`src/rtl/div_share_pkg.sv`:
```
// div_share_pkg: shared types and result constants for the divider-sharing controller.
package div_share_pkg;
   typedef enum logic [1:0] {IDLE = 2'd0, CALC = 2'd1, RESP = 2'd2} state_t;
   typedef logic owner_t;
   localparam logic [7:0] DIVZERO_Q = 8'hFF;
   localparam logic [7:0] OVF_Q = 8'h7F;
endpackage

```
`src/rtl/div_share_ctrl_divider.sv`:
```
// Divider8bit: combinational 8-bit signed divider, quotient truncated toward zero, remainder as magnitude.
module Divider8bit (
   input  logic [7:0] a,
   input  logic [7:0] b,
   output logic [7:0] q,
   output logic [7:0] r,
   output logic       err
);
   logic [7:0] am, bm, bs, qm;
   assign am = a[7] ? -a : a;
   assign bm = b[7] ? -b : b;
   assign bs = (bm == 8'd0) ? 8'd1 : bm;
   assign qm = am / bs;
   assign r = am % bs;
   assign q = (a[7] ^ b[7]) ? -qm : qm;
   assign err = b == 8'd0;
endmodule

```
`src/rtl/div_share_ctrl.sv`:
```
// div_share_ctrl: round-robin sharing of one Divider8bit between two requesters.
// Optional DIV_OVF_DET_EN saturates -128 / -1 to 0x7F with the error flag set.
module div_share_ctrl
   import div_share_pkg::*;
#(
   parameter int NREQ = 2,
   parameter int W = 8
) (
   input  logic            clk,
   input  logic            rst,
   input  logic [NREQ-1:0] req_valid,
   output logic [NREQ-1:0] req_ready,
   input  logic [W-1:0]    req_a0,
   input  logic [W-1:0]    req_b0,
   input  logic [W-1:0]    req_a1,
   input  logic [W-1:0]    req_b1,
   output logic [NREQ-1:0] rsp_valid,
   input  logic [NREQ-1:0] rsp_ready,
   output logic [W-1:0]    rsp_q,
   output logic [W-1:0]    rsp_r,
   output logic            rsp_err
);
   state_t state;
   owner_t owner, last;
   logic [W-1:0] opa, opb, dq, dr, nq, nr;
   logic [NREQ-1:0] gnt;
   logic zero, ovf, nerr;
   Divider8bit u_div (.a(opa), .b(opb), .q(dq), .r(dr), .err());
   always_comb begin
      gnt[0] = req_valid[0] & (~req_valid[1] | last);
      gnt[1] = req_valid[1] & (~req_valid[0] | ~last);
      req_ready = (state == IDLE && !rst) ? gnt : '0;
      zero = opb == '0;
`ifdef DIV_OVF_DET_EN
      ovf = opa == 8'h80 && opb == 8'hFF;
`else
      ovf = 1'b0;
`endif
      nq = zero ? DIVZERO_Q : ovf ? OVF_Q : dq;
      // remainder takes the dividend's sign
      nr = zero ? opa : ovf ? '0 : opa[W-1] ? -dr : dr;
      nerr = zero | ovf;
   end
   always_ff @(posedge clk) begin
      if (rst) begin
         state <= IDLE;
         owner <= 1'b0;
         last <= 1'b1;
         opa <= '0;
         opb <= '0;
         rsp_valid <= '0;
         rsp_q <= '0;
         rsp_r <= '0;
         rsp_err <= 1'b0;
      end else if (state == IDLE && |gnt) begin
         opa <= gnt[1] ? req_a1 : req_a0;
         opb <= gnt[1] ? req_b1 : req_b0;
         owner <= gnt[1];
         last <= gnt[1];
         state <= CALC;
      end else if (state == CALC) begin
         rsp_q <= nq;
         rsp_r <= nr;
         rsp_err <= nerr;
         rsp_valid <= owner ? 2'b10 : 2'b01;
         state <= RESP;
      end else if (state == RESP && rsp_ready[owner]) begin
         rsp_valid <= '0;
         state <= IDLE;
      end
   end
endmodule

```
`config.mk`:
```
export PLATFORM = sky130hd
export DESIGN_NAME = div_share_ctrl
export DESIGN_NICKNAME = d
export VERILOG_FILES = /design/src/rtl/div_share_pkg.sv /design/src/rtl/div_share_ctrl_divider.sv /design/src/rtl/div_share_ctrl.sv
export SDC_FILE = /design/constraint.sdc
export NUM_CORES = 1
export LEC_CHECK = 0
export CAP_MARGIN = 10
export CORE_UTILIZATION = 52
export DETAILED_ROUTE_END_ITERATION = 7
export PLACE_DENSITY = 0.76
export SYNTH_ARGS = -nofsm -noshare
export SYNTH_HDL_FRONTEND = slang
export SYNTH_SLANG_ARGS = --single-unit
export TNS_END_PERCENT = 50
```
`constraint.sdc`:
```
create_clock -name clk -period 14.7 [get_ports clk]
set_input_delay 2.94 -clock clk [delete_from_list [all_inputs] [get_ports clk]]
set_output_delay 2.94 -clock clk [all_outputs]
set_load 0.05 [all_outputs]
```
======== Word level (Yosys, flattened, before mapping) ========
Index checks and enable logic that the tools add are counted.
storage, ports and cells
  input port bits ......................... 38
  output and inout port bits .............. 21
  register bits after elaboration ......... 39
operators by class
  divide/modulo/power cells ............... 2
  muxes and demuxes ....................... 17
  add/sub/neg operators ................... 4
  $lt $le $gt $ge ......................... 1
  reduce and logical (&&, ||, !) cells .... 13
  equality and inequality tests ........... 2
  bitwise gates (word level) .............. 9
operators by type and width
  cell                                                 number
  2-to-1 mux 8 bit                                     9
  negation 8 bit                                       4
  logical NOT 8 bit                                    2
  2-to-1 mux 2 bit                                     5
  divider 8 x 8 -> 8 bit                               1
  modulo 8 x 8 -> 8 bit                                1
  NOT 1 bit                                            4
  AND reduction 2 bit                                  2
  OR reduction 2 bit                                   2
  logical AND 1 bit                                    3
  2-to-1 mux 1 bit                                     3
  nonzero test 3 bit                                   1
  bitwise AND 1 bit                                    2
  equality test 2 x 1 -> 1 bit, second input constant  1
  equality test 2 bit, second input constant           1
  logical NOT 2 bit                                    1
  < comparator 1 x 2 -> 1 bit, second input constant   1
  bitwise OR 1 bit                                     2
  nonzero test 2 bit                                   1
  logical NOT 1 bit                                    1
  bitwise XOR 1 bit                                    1

======== Logic depth before layout (Yosys ltp) ========
Gate-level depths: netlist of the first run.
  depth after elaboration ................. 8
  depth in mapped cells ................... 71

======== By module ========
Synthesis of the first run repeated with hierarchy kept, for this count alone.
second synthesis, totals
  cells, all modules ...................... 560
  area total of the unflattened synthesis .. 4,272.8 um2
by module, submodules not included
  module          area each (um2)  instances  cells each
  Divider8bit     2,433.6          1          343
  div_share_ctrl  1,839.3          1          217

======== Worst setup path before layout of the first run ========
Ideal clock, no wire load.
  path kind ............................... register to register
  start point ............................. register opb[1]
  end point ............................... register rsp_r[7]
  setup slack ............................. 0.517 ns
  period minus slack after synthesis ...... 14.183 ns
  path buffers ............................ 5
  required time ........................... 14.585 ns
  arrival ................................. 14.068 ns
  cell stages (with the launch flop) ...... 64
  path through ............................ dfxtp_1 clkbuf_1 inv_1 ha_1 nor4bb_1 nor4b_4 or3_4 o21ai_0 inv_1 ha_1 o22ai_1 or2b_1 mux2i_1 ha_1 or4b_2 o211a_1 a21o_1 ha_1 (+28 left out) o21ai_0 a221oi_1 o2bb2ai_1 clkbuf_1 o21a_1 a221oi_1 ha_1 nand3_1 a21oi_1 nor3_1 nor2_4 inv_1 or4b_1 a221oi_4 nand3_2 o41a_1 xnor2_1 o21a_1
on the way
  longest elaborated chain between the ends .. 8
  elaborated cells on any way between the ends .. 9
  classes of those cells .................. 2 x add/sub; 1 x div; 4 x mux; 2 x reduce/logical
RTL lines
  element                 RTL line                      RTL
  start, declared         div_share_ctrl.sv:25          logic [W-1:0] opa, opb, dq, dr, nq, nr;
  start signal, assigned  div_share_ctrl.sv:57          opb <= gnt[1] ? req_b1 : req_b0;
  negation 8 bit          div_share_ctrl_divider.sv:11  assign bm = b[7] ? -b : b;
  2-to-1 mux 8 bit        div_share_ctrl_divider.sv:11
  logical NOT 8 bit       div_share_ctrl_divider.sv:12  assign bs = (bm == 8'd0) ? 8'd1 : bm;
  2-to-1 mux 8 bit        div_share_ctrl_divider.sv:12
  modulo 8 x 8 -> 8 bit   div_share_ctrl_divider.sv:14  assign r = am % bs;
  negation 8 bit          div_share_ctrl.sv:41          nr = zero ? opa : ovf ? '0 : opa[W-1] ? -dr : dr;
  2-to-1 mux 8 bit        div_share_ctrl.sv:41
  2-to-1 mux 8 bit *      div_share_ctrl.sv:41
  end signal, assigned    div_share_ctrl.sv:63          rsp_r <= nr;
  end, declared           div_share_ctrl.sv:20          output logic [W-1:0] rsp_r,
Mark *: on every way between the ends. The rest lies on a longest branch, timed or not.
A chain may end at the register's enable or synchronous reset.

======== Worst setup path after layout of the first run ========
  start point ............................. register opb[2]
  end point ............................... register rsp_r[7]
The elaborated chain is that of the path after synthesis.

==> qor.csv, run 1 <==
metric,value,unit
run_status,completed,
vias,4658,
clock_tree.root_cell,sky130_fd_sc_hd__clkbuf_8,
wire_per_inst,17.3,um
timing_worst_slew_pin_value,1.01,ns
count_of_routing_violations_after_the_opening_detailed_route_iteration,267,
initial_core_util,0.544,
timing.critical_path.fanout_max,11,
drt.antenna.violating_nets,0,
finalCriticalPeriod,14.10,ns
worst_hold_path_type,flop to flop,
setup_violations,0,
die-height,95.2,um
dr.pass1.iters,4,
cts_max_level,2,
grt.overflow.total,0,
cp_top_family,compound AO/OA/AOI/OAI gates,
synthDistinctLibCells,84,
synthesis.area,4510,um2
numPortBuffers,58,
syn2layout_area_growth,23.9,%
post_route_cells_drive_above_1_share,0.151,
synthDominantAreaCellType,sky130_fd_sc_hd__dfxtp_1,
largest_net_degree_at_the_start_of_global_routing,43,
final.period_utilization,0.959,
layout.core_utilization,0.673,
dp_slack,-0.108,ns
cpPeakStageDelay,0.60,ns
setup.reg_to_reg.worst_slack,0.60,ns
final.setup.tns,0,ns
vias_in_the_first_global_route,4278,
cp_num_buf_inv,5,
cts_buffer_depth,2,
synthCells,582,
postSynthAreaPerCell,7.75,um2
yosysWarnings,0,
busiest_layer,met2,
top_level_i_o_count,59,
critPathMostFrequentCell,sky130_fd_sc_hd__ha_1,
route.final.wire_length,13000,um
antenna_cells,0,
final_critical_path_setup_slack,0.602,ns
clock_sink_count,39,
worstPathRequired,14.90,ns
grt.met2_usage,0.471,
critical-path-slowest-cell,sky130_fd_sc_hd__or4b_2,
synthesis.nets,662,
synth-async-reset-ratio,0,
multiInputGateArea,3640,um2
placement_rows,33,
relSlewSlack,0.320,
fin_skew,0.00978,ns
report.final.slew_viol_count,0,
endpoint_kind,flop,
synth.ff_latch_count,39,
gr-usage-met3,0.0343,
worst_ep_arrival_time,14.29,ns
max_clock_freq,0.0709,GHz
ys_top_cells_by_area,"sky130_fd_sc_hd__dfxtp_1, sky130_fd_sc_hd__ha_1, sky130_fd_sc_hd__nor2_1",
die_ar,9050,um2
nets,726,
start_to_end_type_of_the_worst_setup_path,flop to flop,
floorplan.die.width,95.2,um
cts_tree,built,
place.gp.congestion,0.997,
layout.filler_cells,667,
predominant_post_synthesis_flop_cell,sky130_fd_sc_hd__dfxtp_1,
timing_hold_violations_final,0,
drv.max_cap_violation_count,0,
groute.layer.met1.usage,0.390,
grt_first_pass_wirelength,20500,um
synth_largest_type_area_fraction,0.173,
remaining_drc_errors,0,
route.detailed.vias_per_inst,6.19,
ys_seq_area_frac,0.173,
seqCellArea,786,um2
insertion_delay,0.30,ns
cts_inserted_buffers,5,
dp_hpwl,10300,um
floorplan.core_area,8300,um2
synth-edff-count,0,
global_route.usage.total,0.290,
cts.clk_slew.worst_paths,0.08,ns
worstSetupStartpointType,flop,
antenna_found_initial,0,
final cells by class:
class	instances	area share
clock buffers	5	0.0123
clock inverters	3	0.00828
inverters	29	0.0195
multi-input cells	485	0.652
flip-flops and latches	39	0.141
well taps	105	0.0235
repair buffers	86	0.144
tightest hold or removal path: cells and delay by family (launching register included):
family / cells / cell delay [ns]
flip-flops: 1 / 0.32
AND/OR/NAND/NOR: 1 / 0.05
AO/OA/AOI/OAI: 1 / 0.05
logic make-up (layout without fill, tap and decap cells):
logic type               count (synthesis)  after routing  synth area share
AO/OA/AOI/OAI                          183            183             0.293
flip-flops                              39             39             0.173
XOR/XNOR                                35             35            0.0679
multiplexers                            26             26            0.0616
AND/OR/NAND/NOR                        199            199             0.233
buffers and inverters                   58            123            0.0541
adder cells (fa/ha/maj)                 42             42             0.118
per-stage QoR:
stage	hold slack [ns]	area, um2	instances
after floorplan	0.476	4510	582
after global placement	0.443	5280	739
after detailed placement	0.453	5280	739
after CTS	0.468	5400	747
after global routing	0.498	5590	752
final	0.471	5590	752
registers in the layout (all words and copies together) (netlist names):
| signal | count |
|---|---|
| rsp_r | 8 |
| owner | 1 |
| rsp_valid | 2 |
| rsp_err | 1 |
| opa | 8 |
| state | 2 |
| last | 1 |
| opb | 8 |
| rsp_q | 8 |
cells in the mapped netlist, drive strengths merged (5+ instances only):
cell,n
xnor2,21
clkbuf,21
nor2b,8
nand2b,7
a21oi,46
buf,8
nor3,17
o21ai,29
a21o,7
xor2,14
ha,41
nor2,78
or2,8
inv,29
o211ai,6
o21a,11
dfxtp,39
mux2i,21
o31ai,5
a211oi,28
a31oi,9
or3,8
nand2,34
nand3,14
cells in the final DEF (no fill, tap or decap), types with 6 or more instances in the layout:
cell                              count
sky130_fd_sc_hd__nor2_1              76
sky130_fd_sc_hd__clkdlybuf4s50_1     58
sky130_fd_sc_hd__a21oi_1             41
sky130_fd_sc_hd__ha_1                38
sky130_fd_sc_hd__dfxtp_1             35
sky130_fd_sc_hd__nand2_1             34
sky130_fd_sc_hd__inv_1               27
sky130_fd_sc_hd__a211oi_1            27
sky130_fd_sc_hd__buf_4               27
sky130_fd_sc_hd__o21ai_0             24
sky130_fd_sc_hd__mux2i_1             21
sky130_fd_sc_hd__xnor2_1             21
sky130_fd_sc_hd__xor2_1              14
sky130_fd_sc_hd__nand3_1             13
sky130_fd_sc_hd__nor3_1              12
sky130_fd_sc_hd__o21a_1              11
sky130_fd_sc_hd__a31oi_1              9
sky130_fd_sc_hd__nor2b_1              8
sky130_fd_sc_hd__nand2b_1             7
sky130_fd_sc_hd__a21o_1               7
sky130_fd_sc_hd__or3_1                6
sky130_fd_sc_hd__or2_2                6
worst paths after layout:
path         cells after the start            startpoint                     to
max                             60   opb[2]$_SDFFE_PP0P_  rsp_r[7]$_SDFFE_PP0P_
min                              2  rsp_err$_SDFFE_PP0P_   rsp_err$_SDFFE_PP0P_
max reg2reg                     60   opb[2]$_SDFFE_PP0P_  rsp_r[7]$_SDFFE_PP0P_
min reg2reg                      2  rsp_err$_SDFFE_PP0P_   rsp_err$_SDFFE_PP0P_
routing by layer:
layer | part of all wire | vias up
li1 | - | 2276
met1 | 0.45 | 2173
met2 | 0.47 | 178
met3 | 0.054 | 31
met4 | 0.030 | 0
met5 | 0 | -
repair_timing:
item,in CTS,in global routing
buffers inserted,0,5
setup endpoints to repair,3,15
gates resized for setup,2,32
pin swaps,0,7
hold endpoints to repair,0,0
hold buffers,0,0
Power of run 1 is not shown: default switching activity piles up to over one toggle a cycle in this logic, so the estimate is an artifact.
==> run 2: changes to the inputs <==
--- a/config.mk
+++ b/config.mk
@@ -6,9 +6,11 @@
 export NUM_CORES = 1
 export LEC_CHECK = 0
 export CAP_MARGIN = 10
+export CORE_MARGIN = 4
 export CORE_UTILIZATION = 52
 export DETAILED_ROUTE_END_ITERATION = 7
 export PLACE_DENSITY = 0.76
+export REMOVE_ABC_BUFFERS = 1
 export SYNTH_ARGS = -nofsm -noshare
 export SYNTH_HDL_FRONTEND = slang
 export SYNTH_SLANG_ARGS = --single-unit
==> constraint.sdc (replaced) <==
create_clock -name clk -period 14.7 [get_ports clk]
set_input_delay 2.94 -clock clk [delete_from_list [all_inputs] [get_ports clk]]
set_output_delay 2.94 -clock clk [all_outputs]
set_load 0.005 [all_outputs]
==> run 2 against run 1 <==
Net effect:
- core utilization is 0.23 points lower
- wire length is 7.6% higher
- critical path type unchanged
- die area is 13% higher
- largest cell class unchanged
- maximum frequency is 0.72% lower
- clock skew is 0.0032 ns lower
- final cell count is 0.27% lower
==> qor.csv, run 2 (synthesized netlist as in run 1, its figures left out) <==
metric,value,unit,change
syn2layout_area_growth,24.1,%,
clock_sink_count,39,,unchanged
vias_in_the_first_global_route,4504,,+5.3%
cts_max_level,2,,unchanged
worstSetupPathDepth,61,,+1.7%
top_level_i_o_count,59,,unchanged
cpPeakStageDelay,0.61,ns,about the same
endpoint_kind,flop,,
die-height,101,um,+6.3%
vias,4783,,+2.7%
post_route_cells_drive_above_1_share,0.149,,-0.00263
clock_tree.root_cell,sky130_fd_sc_hd__clkbuf_8,,
drv.max_cap_violation_count,0,,unchanged
antenna_cells,0,,unchanged
finalCriticalPeriod,14.20,ns,+0.103 ns
holdPathStages,2,,unchanged
cts_buffer_depth,2,,unchanged
floorplan.die.width,101,um,+6.3%
run_status,completed,,
route.final.wire_length,14000,um,+7.6%
wire_per_inst,18.6,um,+7.9%
worst-r2r-cell-count,61,,+1.7%
gr-usage-met3,0.0379,,+0.00359
cts_tree,built,,
worstPathRequired,14.91,ns,about the same
antenna_found_initial,0,,unchanged
largest_net_degree_at_the_start_of_global_routing,43,,unchanged
drt.antenna.violating_nets,0,,unchanged
cts_inserted_buffers,5,,unchanged
route.detailed.vias_per_inst,6.38,,+3.0%
numPortBuffers,58,,unchanged
seqCellArea,793,um2,+0.96%
initial_core_util,0.541,,-0.00269
insertion_delay,0.31,ns,about the same
fin_skew,0.00657,ns,-0.00321 ns
floorplan.core_area,8340,um2,+0.50%
cp_top_family,compound AO/OA/AOI/OAI gates,,
cp_num_buf_inv,8,,+3
layout.cells.most_common,sky130_fd_sc_hd__nor2_1,,
timing_hold_violations_final,0,,unchanged
grt.overflow.total,0,,unchanged
layout.filler_cells,704,,+5.5%
relSlewSlack,0.244,,-0.0755
groute.layer.met1.usage,0.361,,-0.0297
dp_hpwl,10900,um,+6.2%
layout.cells.most_common_list,"sky130_fd_sc_hd__nor2_1, sky130_fd_sc_hd__clkdlybuf4s50_1, sky130_fd_sc_hd__a21oi_1, sky130_fd_sc_hd__ha_1, sky130_fd_sc_hd__dfxtp_1",,
global_route.usage.total,0.266,,-0.0242
worst_ep_arrival_time,14.41,ns,+0.12 ns
count_of_routing_violations_after_the_opening_detailed_route_iteration,322,,+21%
report.final.slew_viol_count,0,,unchanged
grt.met2_usage,0.439,,-0.0328
place.gp.congestion,0.944,,-5.3%
grt_first_pass_wirelength,22000,um,+7.3%
multiInputGateArea,3660,um2,+0.55%
cts.clk_slew.worst_paths,0.09,ns,about the same
worst_hold_path_type,flop to flop,,
timing.critical_path.fanout_max,11,,unchanged
critical-path-slowest-cell,sky130_fd_sc_hd__or4b_2,,
worstSetupStartpointType,flop,,
critPathMostFrequentCell,sky130_fd_sc_hd__ha_1,,
nets,724,,-0.28%
setup_violations,0,,unchanged
dr.pass1.iters,6,,+2
cts-hold-fix-buffers,0,,unchanged
timing_worst_slew_pin_value,1.13,ns,+0.120 ns
placement_rows,33,,unchanged
busiest_layer,met2,,
max_clock_freq,0.0704,GHz,-0.72%
remaining_drc_errors,0,,unchanged
finalHoldWorstSlack,0.475,ns,+0.00462 ns
final.period_utilization,0.966,,+0.00698
start_to_end_type_of_the_worst_setup_path,flop to flop,,
die_ar,10200,um2,+13%
[run 2: cell count changes in the layout (fill, tap and decap cells not counted), moves of 2 or more]
cell	before	now
sky130_fd_sc_hd__dfxtp_2	4	1
sky130_fd_sc_hd__buf_4	27	25
sky130_fd_sc_hd__o21ai_2	1	3
sky130_fd_sc_hd__a21oi_2	5	7
sky130_fd_sc_hd__dfxtp_4	0	3
sky130_fd_sc_hd__o21ai_0	24	22
sky130_fd_sc_hd__a21oi_1	41	39
[run 2: final cells by class]
cell class | instances | share of cell area
Sequential cell | 39 | 0.142
Timing Repair Buffer | 84 | 0.139
Multi-Input combinational cell | 485 | 0.655
Clock buffer | 5 | 0.0123
Tap cell | 105 | 0.0235
Clock inverter | 3 | 0.00849
Inverter | 29 | 0.0199
[run 2: metal layers]
layer	share of wire	vias up
met5	0	-
li1	-	2269
met1	0.43	2268
met4	0.030	0
met3	0.071	35
met2	0.47	211
[run 2: worst paths after layout]
check                            start                    end  slack [ns]
setup / recovery   opb[2]$_SDFFE_PP0P_  rsp_r[7]$_SDFFE_PP0P_        0.50
hold / removal    rsp_err$_SDFFE_PP0P_   rsp_err$_SDFFE_PP0P_        0.48
setup reg to reg   opb[2]$_SDFFE_PP0P_  rsp_r[7]$_SDFFE_PP0P_        0.50
hold reg to reg   rsp_err$_SDFFE_PP0P_   rsp_err$_SDFFE_PP0P_        0.48
[run 2: metrics by stage]
step	instances	setup slack, ns	setup TNS [ns]	instance area [um2]	utilization
2_1_floorplan	553	0.0298	0	4380	-
3_3_place_gp	737	0.475	0	5260	0.630
3_5_place_dp	737	-0.249	-0.432	5260	0.630
4_1_cts	745	0.0417	0	5390	0.646
5_1_grt	750	-0.100	-0.100	5600	0.671
6_report	750	0.499	0	5600	0.671
[run 2: what timing repair did]
action	4_1_cts	5_1_grt
gates resized for setup	4	39
setup endpoints to repair	3	14
setup buffers	0	5
pin swaps	0	12
[run 2: worst min-delay path: cells and delay by family, from the launching register on]
kind	cells	cell delay [ns]
flip-flops	1	0.32
AO/OA/AOI/OAI	1	0.06
AND/OR/NAND/NOR	1	0.05
Power of run 2 is left out for the same reason.
==> run 3: changes to the inputs <==
--- a/config.mk
+++ b/config.mk
@@ -5,12 +5,12 @@
 export SDC_FILE = /design/constraint.sdc
 export NUM_CORES = 1
 export LEC_CHECK = 0
-export CAP_MARGIN = 10
 export CORE_MARGIN = 4
 export CORE_UTILIZATION = 52
 export DETAILED_ROUTE_END_ITERATION = 7
 export PLACE_DENSITY = 0.76
 export REMOVE_ABC_BUFFERS = 1
+export SLEW_MARGIN = 20
 export SYNTH_ARGS = -nofsm -noshare
 export SYNTH_HDL_FRONTEND = slang
 export SYNTH_SLANG_ARGS = --single-unit
==> run 3 against run 2 <==
Net effect:
- maximum frequency is essentially flat
- die area is the same
- highest routed layer unchanged
- first-iteration DRC count shrank 9.6%
- largest cell class unchanged
- final cell count is the same
- critical path depth is the same
- core utilization grew 0.090 points
- cell area grew 0.13%
==> qor.csv, run 3 (synthesized netlist as in run 1, its figures left out) <==
metric,value,unit,change
setup.reg_to_reg.worst_slack,0.49,ns,about the same
fin_skew,0.00603,ns,-0.000539 ns
cts_inserted_buffers,5,,unchanged
final.period_utilization,0.967,,about the same
cp_num_buf_inv,8,,unchanged
largest_net_degree_at_the_start_of_global_routing,43,,unchanged
worst-r2r-cell-count,61,,unchanged
setup_violations,0,,unchanged
die-height,101,um,unchanged
vias,4731,,-1.1%
start_to_end_type_of_the_worst_setup_path,flop to flop,,
timing.rr.end,rsp_r[7]$_SDFFE_PP0P_,,
layout.cells.most_common,sky130_fd_sc_hd__nor2_1,,
initial_core_util,0.541,,unchanged
worst_setup_path_startpoint,opb[2]$_SDFFE_PP0P_,,
worst_setup_path_endpoint,rsp_r[7]$_SDFFE_PP0P_,,
timing_worst_slew_pin_value,0.966,ns,-0.167 ns
syn2layout_area_growth,24.2,%,
timing_hold_violations_final,0,,unchanged
worstSetupStartpointType,flop,,
cpPeakStageDelay,0.62,ns,about the same
count_of_routing_violations_after_the_opening_detailed_route_iteration,291,,-9.6%
cts-hold-fix-buffers,0,,unchanged
nets,724,,unchanged
timing.critical_path.fanout_max,11,,unchanged
detailroute.wirelength.met3,894,um,-10%
route.final.wire_length,13900,um,-0.23%
route.detailed.vias_per_inst,6.31,,-1.1%
cts_buffer_depth,2,,unchanged
floorplan.die.width,101,um,unchanged
relSlewSlack,0.351,,+0.107
max_clock_freq,0.0704,GHz,about the same
met2RoutedLength,6530,um,+0.31%
endpoint_kind,flop,,
cts_tree,built,,
top_level_i_o_count,59,,unchanged
crit-reg2reg-launch,opb[2]$_SDFFE_PP0P_,,
run_status,completed,,
antenna_found_initial,0,,unchanged
place.gp.congestion,0.944,,unchanged
wl_met1,6120,um,+1.1%
drv.max_cap_violation_count,0,,unchanged
post_route_cells_drive_above_1_share,0.149,,unchanged
insertion_delay,0.30,ns,about the same
placement_rows,33,,unchanged
top_signal_layer_used,met4,,
vias_in_the_first_global_route,4504,,unchanged
dr.pass1.iters,5,,-1
grt_first_pass_wirelength,22000,um,unchanged
floorplan.core_area,8340,um2,unchanged
layout.core_utilization,0.672,,+0.000900
die_ar,10200,um2,unchanged
finalCriticalPeriod,14.21,ns,+0.0100 ns
layout.filler_cells,704,,unchanged
critical-path-slowest-cell,sky130_fd_sc_hd__or4b_2,,
antenna_cells,0,,unchanged
dp_hpwl,10900,um,unchanged
cts_max_level,2,,unchanged
worstPathRequired,14.91,ns,about the same
grt.overflow.total,0,,unchanged
global_route.usage.total,0.266,,unchanged
layout.cells.most_common_list,"sky130_fd_sc_hd__nor2_1, sky130_fd_sc_hd__clkdlybuf4s50_1, sky130_fd_sc_hd__a21oi_1, sky130_fd_sc_hd__ha_1, sky130_fd_sc_hd__dfxtp_1",,
drt.antenna.violating_nets,0,,unchanged
numPortBuffers,58,,unchanged
critPathMostFrequentCell,sky130_fd_sc_hd__ha_1,,
dp_slack,-0.249,ns,unchanged
worst_ep_arrival_time,14.42,ns,about the same
clock_tree.root_cell,sky130_fd_sc_hd__clkbuf_8,,
wire_per_inst,18.6,um,-0.23%
clock_sink_count,39,,unchanged
cts.clk_slew.worst_paths,0.09,ns,about the same
final_critical_path_setup_slack,0.489,ns,-0.0100 ns
worstSetupPathDepth,61,,unchanged
cp_top_family,compound AO/OA/AOI/OAI gates,,
report.final.slew_viol_count,0,,unchanged
remaining_drc_errors,0,,unchanged
worst_hold_path_type,flop to flop,,
run 3: cell counts in the layout (fill, tap and decap cells not counted):
Identical to the previous run, type by type.
run 3: final cells by class:
type                       count  area [um2]  area share
inverter                      29         111      0.0199
clock buffer                   5        68.8      0.0123
timing repair buffer          84         781       0.139
clock inverter                 3        47.5     0.00848
sequential                    39         793       0.142
multi-input combinational    485        3670       0.655
tap                          105         131      0.0234
run 3: worst register-to-register path: cells and delay by family, from the launching register on:
family,cells,cell delay (ns)
flip-flops,1,0.40
buffers and inverters,8,1.02
AO/OA/AOI/OAI,26,5.93
AND/OR/NAND/NOR,16,4.12
multiplexers,2,0.35
adder cells (fa/ha/maj),8,2.19
XOR/XNOR,1,0.13
run 3: what timing repair did:
| action | in CTS | in global routing |
|---|---|---|
| gates resized for setup | 4 | 39 |
| endpoints found under the setup margin | 3 | 14 |
| setup buffers | 0 | 5 |
| pin swaps | 0 | 12 |
run 3: worst min path at each step:
| stage | startpoint | to | slack (ns) | depth (start not counted) |
|---|---|---|---|---|
| 3_3_place_gp | rsp_err$_SDFFE_PP0P_ | rsp_err$_SDFFE_PP0P_ | 0.45 | 2 |
| 5_1_grt | rsp_err$_SDFFE_PP0P_ | rsp_err$_SDFFE_PP0P_ | 0.50 | 2 |
| 4_1_cts | rsp_err$_SDFFE_PP0P_ | rsp_err$_SDFFE_PP0P_ | 0.48 | 2 |
| 3_5_place_dp | rsp_err$_SDFFE_PP0P_ | rsp_err$_SDFFE_PP0P_ | 0.46 | 2 |
| 2_1_floorplan | rsp_err$_SDFFE_PP0P_ | rsp_err$_SDFFE_PP0P_ | 0.45 | 2 |
| 6_report | rsp_err$_SDFFE_PP0P_ | rsp_err$_SDFFE_PP0P_ | 0.47 | 2 |
run 3: per-layer routing:
metal / vias to the layer above / global-route usage
li1: 2266 / -
met1: 2252 / 0.361
met2: 181 / 0.439
met3: 32 / 0.0379
met4: 0 / 0.0777
met5: - / 0
run 3: metrics by stage:
stage | area [um2] | cells | setup TNS, ns | hold slack (ns)
3_3_place_gp | 5260 | 737 | 0 | 0.446
6_report | 5610 | 750 | 0 | 0.471
4_1_cts | 5390 | 745 | 0 | 0.477
2_1_floorplan | 4380 | 553 | 0 | 0.447
5_1_grt | 5610 | 750 | -0.100 | 0.496
3_5_place_dp | 5260 | 737 | -0.432 | 0.456
Power of run 3 is left out for the same reason.
